### src/rtl/pixel_pkg.sv
// Shared definitions for the photodiode kernel sequencer: phase encoding,
// idle switch pattern and index-width helper.
package pixel_pkg;

  typedef enum logic [2:0] {
    ST_IDLE  = 3'd0,
    ST_LOC   = 3'd1,
    ST_GAP   = 3'd2,
    ST_ADJ   = 3'd3,
    ST_PDONE = 3'd4
  } state_e;

  // Per-bit idle level: switches and v_b1 open/low, complements and v_b0 high.
  localparam logic IDLE_SW  = 1'b0;
  localparam logic IDLE_INV = 1'b1;

  function automatic int idx_width(input int n_pix);
    return (n_pix <= 2) ? 1 : $clog2(n_pix);
  endfunction

endpackage

### src/rtl/pixel_phase_timer.sv
// Phase timer: counts 0..max_i while enabled, flags the final cycle of a phase.
module pixel_phase_timer #(
  parameter int TW = 10
) (
  input  logic          clk,
  input  logic          rst_n,
  input  logic          clr_i,
  input  logic          en_i,
  input  logic [TW-1:0] max_i,
  output logic          hit_o
);

  logic [TW-1:0] cnt_q, cnt_d;

  assign hit_o = en_i && (cnt_q == max_i);

  // Holds at the threshold rather than wrapping; clear wins over count.
  always_comb begin
    cnt_d = cnt_q;
    if (clr_i) begin
      cnt_d = '0;
    end else if (en_i && !hit_o) begin
      cnt_d = cnt_q + 1'b1;
    end
  end

  always_ff @(posedge clk or negedge rst_n) begin
    if (!rst_n) begin
      cnt_q <= '0;
    end else begin
      cnt_q <= cnt_d;
    end
  end

endmodule

### src/rtl/pixel_kernel_seq.sv
// Kernel sequencer: walks N_PIX pixels through LOC, GAP, ADJ, PDONE and drives
// per-pixel switch/bias vectors registered from the next state.
module pixel_kernel_seq
  import pixel_pkg::*;
#(
  parameter int N_PIX   = 9,
  parameter int TW      = 10,
  parameter int GAP_CYC = 1,
  parameter int IW      = idx_width(N_PIX)
) (
  input  logic             clk,
  input  logic             reset,
  input  logic             start_i,
  input  logic             cont_i,
  input  logic             abort_i,
  input  logic [TW-1:0]    loc_max_i,
  input  logic [TW-1:0]    adj_max_i,
  output logic             busy_o,
  output logic [IW-1:0]    pxl_idx_o,
  output logic [N_PIX-1:0] s_p1_o,
  output logic [N_PIX-1:0] s_p2_o,
  output logic [N_PIX-1:0] s1_o,
  output logic [N_PIX-1:0] s2_o,
  output logic [N_PIX-1:0] s1_inv_o,
  output logic [N_PIX-1:0] s2_inv_o,
  output logic [N_PIX-1:0] v_b1_o,
  output logic [N_PIX-1:0] v_b0_o,
  output logic             pxl_done_o,
  output logic             kernel_done_o
);

  localparam logic [IW-1:0]    LAST_IDX = IW'(N_PIX - 1);
  localparam logic [TW-1:0]    GAP_MAX  = TW'(GAP_CYC - 1);
  localparam logic [N_PIX-1:0] PIX_ONE  = {{(N_PIX-1){1'b0}}, 1'b1};
  localparam logic [N_PIX-1:0] VEC_SW   = {N_PIX{IDLE_SW}};
  localparam logic [N_PIX-1:0] VEC_INV  = {N_PIX{IDLE_INV}};

  state_e          state_q, state_d;
  logic [IW-1:0]   idx_q, idx_d;
  logic [TW-1:0]   loc_q, loc_d, adj_q, adj_d;
  logic [TW-1:0]   tmr_max;
  logic            tmr_en, tmr_clr, tmr_hit;

  logic [N_PIX-1:0] s_p1_q, s_p2_q, s1_inv_q, s2_inv_q, v_b1_q, v_b0_q;
  logic [N_PIX-1:0] s_p1_d, s_p2_d, v_b1_d;
  logic             busy_q, pxl_done_q, kernel_done_q;
  logic             busy_d, pxl_done_d, kernel_done_d;
  logic [N_PIX-1:0] onehot;

  pixel_phase_timer #(.TW(TW)) u_timer (
    .clk   (clk),
    .rst_n (reset),
    .clr_i (tmr_clr),
    .en_i  (tmr_en),
    .max_i (tmr_max),
    .hit_o (tmr_hit)
  );

  // Cleared outside timed phases and on the last cycle of each, so every
  // phase starts counting from zero.
  assign tmr_clr = abort_i || tmr_hit || !tmr_en;

  always_comb begin
    tmr_en  = 1'b0;
    tmr_max = '0;
    unique case (state_q)
      ST_LOC:  begin tmr_en = 1'b1; tmr_max = loc_q;   end
      ST_GAP:  begin tmr_en = 1'b1; tmr_max = GAP_MAX; end
      ST_ADJ:  begin tmr_en = 1'b1; tmr_max = adj_q;   end
      default: begin tmr_en = 1'b0; tmr_max = '0;      end
    endcase
  end

  always_comb begin
    state_d = state_q;
    idx_d   = idx_q;
    loc_d   = loc_q;
    adj_d   = adj_q;
    if (abort_i) begin
      state_d = ST_IDLE;
      idx_d   = '0;
    end else begin
      unique case (state_q)
        ST_IDLE: begin
          if (start_i) begin
            state_d = ST_LOC;
            idx_d   = '0;
            loc_d   = loc_max_i;
            adj_d   = adj_max_i;
          end
        end
        ST_LOC:  if (tmr_hit) state_d = ST_GAP;
        ST_GAP:  if (tmr_hit) state_d = ST_ADJ;
        ST_ADJ:  if (tmr_hit) state_d = ST_PDONE;
        ST_PDONE: begin
          if (idx_q == LAST_IDX) begin
            idx_d = '0;
            if (cont_i) begin
              state_d = ST_LOC;
              loc_d   = loc_max_i;
              adj_d   = adj_max_i;
            end else begin
              state_d = ST_IDLE;
            end
          end else begin
            idx_d   = idx_q + 1'b1;
            state_d = ST_LOC;
          end
        end
        default: begin
          state_d = ST_IDLE;
          idx_d   = '0;
        end
      endcase
    end
  end

  // Decode from next state so registered outputs line up with the state register.
  always_comb begin
    onehot        = PIX_ONE << idx_d;
    s_p1_d        = (state_d == ST_LOC) ? onehot : VEC_SW;
    s_p2_d        = (state_d == ST_ADJ) ? onehot : VEC_SW;
    v_b1_d        = s_p1_d | s_p2_d;
    busy_d        = (state_d != ST_IDLE);
    pxl_done_d    = (state_d == ST_PDONE);
    kernel_done_d = (state_d == ST_PDONE) && (idx_d == LAST_IDX);
  end

  always_ff @(posedge clk or negedge reset) begin
    if (!reset) begin
      state_q       <= ST_IDLE;
      idx_q         <= '0;
      loc_q         <= '0;
      adj_q         <= '0;
      s_p1_q        <= VEC_SW;
      s_p2_q        <= VEC_SW;
      s1_inv_q      <= VEC_INV;
      s2_inv_q      <= VEC_INV;
      v_b1_q        <= VEC_SW;
      v_b0_q        <= VEC_INV;
      busy_q        <= 1'b0;
      pxl_done_q    <= 1'b0;
      kernel_done_q <= 1'b0;
    end else begin
      state_q       <= state_d;
      idx_q         <= idx_d;
      loc_q         <= loc_d;
      adj_q         <= adj_d;
      s_p1_q        <= s_p1_d;
      s_p2_q        <= s_p2_d;
      s1_inv_q      <= ~s_p1_d;
      s2_inv_q      <= ~s_p2_d;
      v_b1_q        <= v_b1_d;
      v_b0_q        <= ~v_b1_d;
      busy_q        <= busy_d;
      pxl_done_q    <= pxl_done_d;
      kernel_done_q <= kernel_done_d;
    end
  end

  assign busy_o        = busy_q;
  assign pxl_idx_o     = idx_q;
  assign s_p1_o        = s_p1_q;
  assign s1_o          = s_p1_q;
  assign s_p2_o        = s_p2_q;
  assign s2_o          = s_p2_q;
  assign s1_inv_o      = s1_inv_q;
  assign s2_inv_o      = s2_inv_q;
  assign v_b1_o        = v_b1_q;
  assign v_b0_o        = v_b0_q;
  assign pxl_done_o    = pxl_done_q;
  assign kernel_done_o = kernel_done_q;

endmodule
### config.mk
export PLATFORM = sky130hd
export DESIGN_NAME = pixel_kernel_seq
export DESIGN_NICKNAME = d
export VERILOG_FILES = /design/src/rtl/pixel_pkg.sv /design/src/rtl/pixel_phase_timer.sv /design/src/rtl/pixel_kernel_seq.sv
export SDC_FILE = /design/constraint.sdc
export NUM_CORES = 1
export LEC_CHECK = 0
export CORE_AREA = 2 2 121 123
export CTS_BUF_LIST = sky130_fd_sc_hd__clkbuf_2 sky130_fd_sc_hd__clkbuf_4 sky130_fd_sc_hd__clkbuf_8
export DETAILED_ROUTE_END_ITERATION = 10
export DIE_AREA = 0 0 123 125
export PLACE_DENSITY_LB_ADDON = 0.05
export SLEW_MARGIN = 20
export SYNTH_ARGS = -nofsm -noshare
export SYNTH_HDL_FRONTEND = slang
export SYNTH_SLANG_ARGS = --single-unit
### constraint.sdc
create_clock -name clk -period 5.4 [get_ports clk]
set_input_delay 0.81 -clock clk [delete_from_list [all_inputs] [get_ports clk]]
set_output_delay 0.81 -clock clk [all_outputs]
set_load 0.01 [all_outputs]
### Word-level counts from Yosys, hierarchy flattened

Cells that the tools add are included.

* logic and storage cells: 74
* register bits after elaboration: 94
* output and inout port bits: 79

* shifts and indexed selects: 1
* mux-type cells: 26
* equality and inequality tests: 13
* $add $sub $neg: 2
* reductions and logical operators: 13
* bitwise gates (word level): 5

Operator list (number)
* $mux W10: 8
* $pmux W10 S2: 3
* $not A9 Y9: 3
* $mux W3: 6
* $mux W9: 2
* $pmux W3 S5: 1
* $mux W4: 3
* $pmux W4 S3: 1
* $add A10 B1 Y10 const B: 1
* $eq A10 B10 Y1: 1
* $eq A3 B2 Y1 const B: 3
* $or A9 B9 Y9: 1
* $shl A1 B4 Y9 const A: 1
* $eq A4 B4 Y1 const B: 2
* $eq A3 B1 Y1 const B: 2
* $eq A3 B3 Y1 const B: 2
* $ne A2 B2 Y1 const B: 3
* $reduce_and A5 Y1: 1
* $add A4 B1 Y4 const B: 1
* $reduce_bool A2 Y1: 2
* $logic_and A1 B1 Y1: 3
* $logic_not A3 Y1: 1
* $reduce_bool A3 Y1: 1
* $reduce_or A3 Y1: 1
* other kinds (4): 7

### Depth between registers and ports, before layout

Gate-level depths: netlist (run 1).

* word-level depth: 11
* depth in mapped cells: 12

### Cells and area by module

A second synthesis (run 1) with hierarchy kept.

* cell total of the unflattened synthesis: 369
* area total of the unflattened synthesis: 4355.4 sq um

Modules (own cells, without submodules)
* pixel_kernel_seq: instances 1, cells an instance 297, seq. area each 2135.8 sq um, area an instance 3703.6 sq um
* pixel_phase_timer: instances 1, cells an instance 72, seq. area each 250.2 sq um, area an instance 651.9 sq um

### Worst setup path before layout (run 1)

Ideal clock, no wire load.

* path type: input to register
* start point: input port start_i
* end point: register s1_inv_q[0], in the netlist s1_inv_o[0]
* setup slack: 2.843 ns
* library setup time: 0.094 ns
* data arrival time: 2.464 ns
* cell stages on the path: 7
* path buffers: 0
* cells stage by stage: nor3b_1 nor2_1 and2_1 a311oi_2 o21ai_0 or2b_1 or4_4

* cells in the longest elaborated chain, start to end: 6
* elaborated cells on any way between the ends: 10
* classes of those cells: eq/ne: 1; shift: 1; mux: 7; bitwise: 1

RTL lines
* from (decl): RTL line pixel_kernel_seq.sv:13 `input logic start_i,`
* $mux W3 or $mux W4 (tied branches): RTL line pixel_kernel_seq.sv:85 `if (start_i) begin`
* $pmux W3 S5 or $pmux W4 S3 (tied branches): RTL line pixel_kernel_seq.sv:83 `unique case (state_q)`
* $mux W3 or $mux W4 (tied branches): RTL line pixel_kernel_seq.sv:79 `if (abort_i) begin`
* $eq A3 B1 Y1 or $shl A1 B4 Y9 (tied branches): RTL line pixel_kernel_seq.sv:121, pixel_kernel_seq.sv:120
* $mux W9 (*): RTL line pixel_kernel_seq.sv:121 `s_p1_d = (state_d == ST_LOC) ? onehot : VEC_SW;`
* $not A9 Y9 (*): RTL line pixel_kernel_seq.sv:151 `s1_inv_q <= ~s_p1_d;`
* to (signal assigned): RTL line pixel_kernel_seq.sv:151
* to (decl): RTL line pixel_kernel_seq.sv:44 `logic [N_PIX-1:0] s_p1_q, s_p2_q, s1_inv_q, s2_inv_q, v_b1_q, v_b0_q;`

Mark *: on every way between the ends. The rest lies on a longest branch, timed or not.
A chain may end at the register's enable or synchronous reset.

### Worst setup path in the final report (run 1)

* start point: register state_q[2]
* end point: register s2_inv_q[8], in the netlist s2_inv_o[8]

* cells in the longest elaborated chain, start to end: 10
* elaborated cells on any way between the ends: 22
* classes of those cells: eq/ne: 6; shift: 1; mux: 11; bitwise: 1; reduce/logical: 3

RTL lines
* from (decl): RTL line pixel_kernel_seq.sv:38 `state_e state_q, state_d;`
* from (signal assigned): RTL line pixel_kernel_seq.sv:145 `state_q <= state_d;`
* $eq A3 B2 Y1 or $eq A3 B1 Y1 (tied branches): RTL line pixel_kernel_seq.sv:66, pixel_kernel_seq.sv:83
* $pmux W10 S2 or $reduce_or A3 Y1 (tied branches)
* $eq A10 B10 Y1 or $mux W1 (tied branches): RTL line pixel_phase_timer.sv:15, pixel_kernel_seq.sv:66
* $logic_and A1 B1 Y1: RTL line pixel_phase_timer.sv:15 `assign hit_o = en_i && (cnt_q == max_i);`
* $mux W3 (on tied branches): RTL line pixel_kernel_seq.sv:94, pixel_kernel_seq.sv:92, pixel_kernel_seq.sv:93
* $pmux W3 S5 (*): RTL line pixel_kernel_seq.sv:83
* $mux W3 (*): RTL line pixel_kernel_seq.sv:79
* net state_d[1]: RTL line pixel_kernel_seq.sv:38
* $eq A3 B2 Y1 (*): RTL line pixel_kernel_seq.sv:122 `s_p2_d = (state_d == ST_ADJ) ? onehot : VEC_SW;`
* $mux W9 (*): RTL line pixel_kernel_seq.sv:122
* $not A9 Y9 (*): RTL line pixel_kernel_seq.sv:152 `s2_inv_q <= ~s_p2_d;`
* to (signal assigned): RTL line pixel_kernel_seq.sv:152
* to (decl): RTL line pixel_kernel_seq.sv:44

Mark *: on every way through the listed nets, which the timed path passes. The rest lies on a longest branch.

==> results by group, run 1 <==
Status
  • Status: complete, no violations

Route
  • DRT iter0 DRCs: 128
  • Antenna Violating Nets Remaining: 0
  • Via count: 2787
  • Detailed Routing Iterations Pass 1: 4
  • Remaining DRCs: 0
  • Vias per cell: 4.52
  • Final wirelength: 9650 um
  • WL/cell: 15.7 um

Synth
  • Top FF cell, synth: dfrtp_1
  • Post-synth EDFFs: 0
  • Synthesized instance count: 348
  • Seq cells post-synth: 94
  • Cell area after synthesis: 4120 sq um
  • Netlist cell types: 52
  • Synth Area per Inst: 11.9 sq um
  • Synth async-reset ratio: 1.00
  • Sequential share of the synthesized area: 0.579
  • Post-Synthesis Net Count: 376
  • Ys Warns: 0

Timing
  • RSZ-0062 raised after global routing: no
  • Final hold slack: 333 ps
  • Worst Tran Pin Value: 1050 ps
  • Worst clock skew: 15.1 ps
  • Final Hold Vio Count: 0
  • Setup_tns: 0 ps
  • Max Fclk: 325 MHz
  • Fin crit share: 0.570
  • Relative slew slack: 0.287
  • Final setup vio count: 0
  • Slew Viols, Final: 0
  • Tmin final: 3080 ps

Critical path
  • Slowest cell on the critical path: mux2i_2
  • Critical path peak fanout: 19
  • Worst Setup Path Type: flop to flop
  • Worst setup EP type: flop
  • R2r setup slk: 2320 ps
  • RR Endpoint: s2_inv_o[8]
  • CP top delay family: simple AND/OR/NAND/NOR gates
  • Critical path buffers and inverters: 1
  • Worst R2R Start: state_q[2]
  • Slowest stage delay, CP: 870 ps
  • CP Data Required Time: 5710 ps
  • Worst EP arrival: 3390 ps
  • Nature of the critical path startpoint: flop
  • FF-to-FF path depth: 8
  • CP cell instances: nand2b_4 -> or3_1 -> nand4_1 -> nor4_4 -> nand3_1 -> mux2i_2 -> inv_1 -> nand3b_1

CTS
  • CTS tree: yes
  • Clock Tree Root: clkbuf_8
  • Clk Latency, worst-skew pair: 380 ps
  • Clk pin slew, worst setup/hold paths: 100 ps
  • Clock Tree Buf Depth: 2
  • Post-CTS sizing: 0
  • Num CTS Buffers: 9
  • H-Tree Depth: 3
  • TritonCTS sink count: 94
  • Hold_buf cts: 0
  • Post CTS Setup Buffer Count: 0

Final layout
  • Area of the multi-input gates: 1450 sq um
  • Reg area: 2390 sq um
  • Nets: 455
  • Diode count: 0
  • Commonest non-fill, non-tap cell in the layout: clkdlybuf4s50_1
  • Finished Cell Area: 5370 sq um
  • Most frequent cells in the layout: clkdlybuf4s50_1, dfrtp_1, nor2_1
  • Layout cell share with drive strength beyond 1: 0.204
  • Fin util: 0.378
  • Fillers: 1380
  • Layout area overhead: 30.2%

Floorplan
  • FP Rows: 44
  • Core ar.: 14200 sq um
  • Die width: 123 um
  • Initial core utilization: 0.290
  • Die Y: 125 um
  • Die area: 15400 sq um
  • Io pins: 104

Placed design
  • Port Buffers: 103
  • GP Congestion: 0.729
  • Hpwl dp: 6610 um
  • Placed cell areas: 5150 sq um

Global routing
  • First-pass GRT wire length: 16100 um
  • GRT Overall Usage: 0.137
  • Initial antenna violation count: 0
  • Number of global-route vias before repair: 2887
  • Largest net degree at the start of global routing: 68
  • GRT overflow: 0

Pwr
  • Power Density: 393 nW/um^2
  • Peak supply drop: 0.212 mV
  • Leakage: 0.00213 uW
  • Total power: 2110 uW

Flow run
  • Max-cap violations: 0

Min path
  • Hold WC Path Type: primary input to asynchronous set/reset pin
==> where the power goes <==
group / leakage (uW) / switching, uW / internal, uW
logic: 0.000844 / 430 / 285
registers: 0.00117 / 70.2 / 816
clock network: 0.000110 / 271 / 236
total: 0.00213 / 771 / 1340
==> worst max path at each step <==
stage / slack (ps) / to / from / cells after the start
finish: 2320 / s2_inv_o[8] / state_q[2] / 8
global route: 2010 / s2_inv_o[8] / state_q[1] / 8
CTS: 2250 / s2_inv_o[8] / state_q[2] / 8
detailed placement: 2030 / s1_inv_o[0] / start_i / 8
global placement: 2060 / s1_inv_o[0] / start_i / 8
floorplan: 2840 / s1_inv_o[0] / start_i / 7
==> worst reg2reg max path, cell delays in order (launching register included) <==
cell	delay, ps
dfrtp_1	700
nand2b_4	330
or3_1	130
nand4_1	130
nor4_4	380
nand3_1	180
mux2i_2	870
inv_1	160
nand3b_1	130
==> sequential cells by signal, summed over array words and instances, names as in the netlist <==
signal / flops
u_timer.cnt_q: 10
pxl_done_o: 1
busy_o: 1
s2_inv_o: 9
state_q: 3
loc_q: 10
v_b0_o: 9
pxl_idx_o: 4
s2_o: 9
s1_o: 9
s1_inv_o: 9
kernel_done_o: 1
adj_q: 10
v_b1_o: 9
==> logic make-up after synthesis <==
kind of cell,after synthesis,synth area share
AO/OA/AOI/OAI,26,0.0434
XOR/XNOR,9,0.0191
adder cells (fa/ha/maj),3,0.00910
buffers and inverters,46,0.0713
flip-flops,94,0.579
multiplexers,34,0.0931
AND/OR/NAND/NOR,136,0.185
==> layer usage <==
| layer | vias up | share of wire | GRT usage |
|---|---|---|---|
| met4 | 0 | 0.015 | 0.0521 |
| met5 | - | 0 | 0 |
| met1 | 1362 | 0.52 | 0.209 |
| li1 | 1347 | - | - |
| met2 | 67 | 0.42 | 0.186 |
| met3 | 11 | 0.046 | 0.0333 |
==> per-stage QoR <==
step | setup slack (ps) | instances
floorplan | 2840 | 348
global placement | 2060 | 600
detailed placement | 2030 | 600
CTS | 2250 | 616
global route | 2010 | 616
finish | 2320 | 616
==> cell usage after synthesis (6+ instances only) <==
cell,count,share of area
clkbuf_1,8,0.0073
dfstp_2,27,0.17
buf_4,18,0.033
mux2i_1,11,0.027
nor2_1,29,0.026
inv_1,7,0.0064
or2_2,8,0.012
nand3_1,11,0.013
or3_1,24,0.036
nor3_1,21,0.025
o21ai_0,7,0.0085
buf_6,6,0.016
buf_2,7,0.0085
nand2_1,7,0.0064
dfrtp_1,67,0.41
nand4_1,6,0.0091
mux2_2,21,0.057
==> final cells by class <==
class | count | area share
well taps | 184 | 0.0429
inverters | 7 | 0.00489
clock inverters | 6 | 0.0142
multi-input cells | 208 | 0.271
clock buffers | 10 | 0.0256
repair buffers | 107 | 0.197
flip-flops and latches | 94 | 0.444
Power figures use the tool's default switching activity.
==> run 2: changes to the inputs <==
clock period = 3.2 ns   (was 5.4 ns; I/O delays follow)
==> run 2 against run 1 <==
Worst hold slack worse by 190 ps. Non-clock buffer count up 8. Combinational power up 69%. Cell count up 1.3%. Die area unchanged. Clock skew down 5.0 ps. Wire length up 1.4%. Sequential share of layout area down 0.46 points. Total power up 69%. Fmax up 8.6%. First-iteration DRC count up 16%. Critical endpoint is now s1_o[0].
==> results by group, run 2 (same netlist as run 1, synthesis figures left out) <==
Status
  • Status: complete, no violations

Pwr
  • Peak supply drop: 0.360 mV
  • Internal power: 2300 uW
  • Power Density: 658 nW/um^2
  • Leakage: 0.00215 uW
  • P_sw: 1270 uW
  • Combinational group share of total power: 0.338
  • Register share of total power: 0.431
  • Clock group share of total power: 0.231
  • Switching Share: 0.357

CTS
  • Num CTS Buffers: 9
  • Clock Tree Root: clkbuf_8
  • TritonCTS sink count: 94
  • Hold_buf cts: 0
  • Clk pin slew, worst setup/hold paths: 100 ps
  • H-Tree Depth: 3
  • Clock Tree Buf Depth: 2
  • Clk Latency, worst-skew pair: 370 ps
  • CTS tree: yes

Timing
  • Slew Viols, Final: 0
  • Worst Tran Pin Value: 734 ps
  • Fin crit share: 0.885
  • Setup_tns: 0 ps
  • Max Fclk: 353 MHz
  • Tmin final: 2830 ps
  • Final Hold Vio Count: 0
  • Final hold slack: 143 ps
  • Relative slew slack: 0.511
  • Final setup vio count: 0
  • RSZ-0062 raised after global routing: no
  • Worst clock skew: 10.2 ps

Global routing
  • Initial antenna violation count: 0
  • First-pass GRT wire length: 16000 um
  • Number of global-route vias before repair: 2815
  • GRT overflow: 0
  • GRT Overall Usage: 0.136
  • Largest net degree at the start of global routing: 84

Route
  • DRT iter0 DRCs: 148
  • Antenna Violating Nets Remaining: 0
  • Detailed Routing Iterations Pass 1: 4
  • Final wirelength: 9780 um
  • Via count: 2839
  • Remaining DRCs: 0
  • Vias per cell: 4.55
  • WL/cell: 15.7 um

Critical path
  • Slowest cell on the critical path: dfrtp_2
  • Critical path peak fanout: 44
  • CP cell instances: mux2i_1 -> or3_1 -> nand4_1 -> nor4_4 -> nand2_2 -> mux2_4 -> buf_4 -> nor4_1
  • Worst EP arrival: 3100 ps
  • CP Data Required Time: 3460 ps
  • Slowest stage delay, CP: 600 ps
  • Critical path buffers and inverters: 1
  • Worst Setup Path Type: flop to flop
  • CP top delay family: simple AND/OR/NAND/NOR gates
  • Worst setup EP type: flop
  • R2r setup slk: 370 ps
  • Nature of the critical path startpoint: flop

Floorplan
  • Initial core utilization: 0.290
  • Die area: 15400 sq um
  • Core ar.: 14200 sq um
  • Die Y: 125 um
  • Io pins: 104
  • FP Rows: 44
  • Die width: 123 um

Min path
  • Hold WC Path Type: primary input to asynchronous set/reset pin

Final layout
  • Diode count: 0
  • Commonest non-fill, non-tap cell in the layout: clkdlybuf4s50_1
  • Top flop regs: adj_q (10), loc_q (10), u_timer.cnt_q (10)
  • Layout area overhead: 31.6%
  • Layout cell share with drive strength beyond 1: 0.220
  • Nets: 463
  • Finished Cell Area: 5430 sq um
  • Fillers: 1391
  • Most frequent cells in the layout: clkdlybuf4s50_1, dfrtp_1, nor2_1

Placed design
  • GP Congestion: 0.728
  • Port Buffers: 103
  • Hpwl dp: 6960 um
  • Placed cell areas: 5220 sq um

Flow run
  • Max-cap violations: 0
-- run 2: per-layer routing --
layer / global-route usage / share of wire
met5: 0 / 0
met2: 0.176 / 0.42
met3: 0.0287 / 0.051
met4: 0.0561 / 0.017
met1: 0.216 / 0.52
-- run 2: what timing repair did --
action	4_1_cts	5_1_grt
setup buffers	0	0
setup endpoints to repair	0	1
gates resized for setup	0	1
-- run 2: worst paths after layout --
path / from / end / cells past startpoint
worst min-delay path: reset / s2_o[1] / 1
worst min register to register: loc_q[5] / loc_q[5] / 1
worst max register to register: state_q[1] / s1_o[0] / 8
max in group asynchronous: reset / adj_q[0] / 2
worst max-delay path: state_q[1] / s1_o[0] / 8
min in group clk: loc_q[5] / loc_q[5] / 1
-- run 2: layout make-up --
cell class              count  area (sq um)  share of cell area
clock buffers              10           138              0.0254
flip-flops and latches     94          2390               0.440
multi-input cells         208          1450               0.268
clock inverters             6          70.1              0.0129
repair buffers            115          1120               0.207
well taps                 184           230              0.0424
inverters                   7          26.3             0.00484
-- run 2: per-stage QoR --
| step | cells | utilization | setup slack, ps | total power [uW] |
|---|---|---|---|---|
| global placement | 608 | 0.367 | 276 | 2760 |
| detailed placement | 608 | 0.367 | 145 | 2790 |
| CTS | 624 | 0.382 | 139 | 3630 |
| floorplan | 348 | - | 692 | 2470 |
| global route | 624 | 0.382 | 129 | 3840 |
| finish | 624 | 0.382 | 368 | 3570 |
-- run 2: power by group through the flow --
stage          sequential (uW)  combinational [uW]  clock (uW)
2_1_floorplan             1490                 982           0
3_3_place_gp              1580                1180           0
3_5_place_dp              1560                1230           0
4_1_cts                   1540                1230         860
5_1_grt                   1570                1360         911
6_report                  1540                1210         825
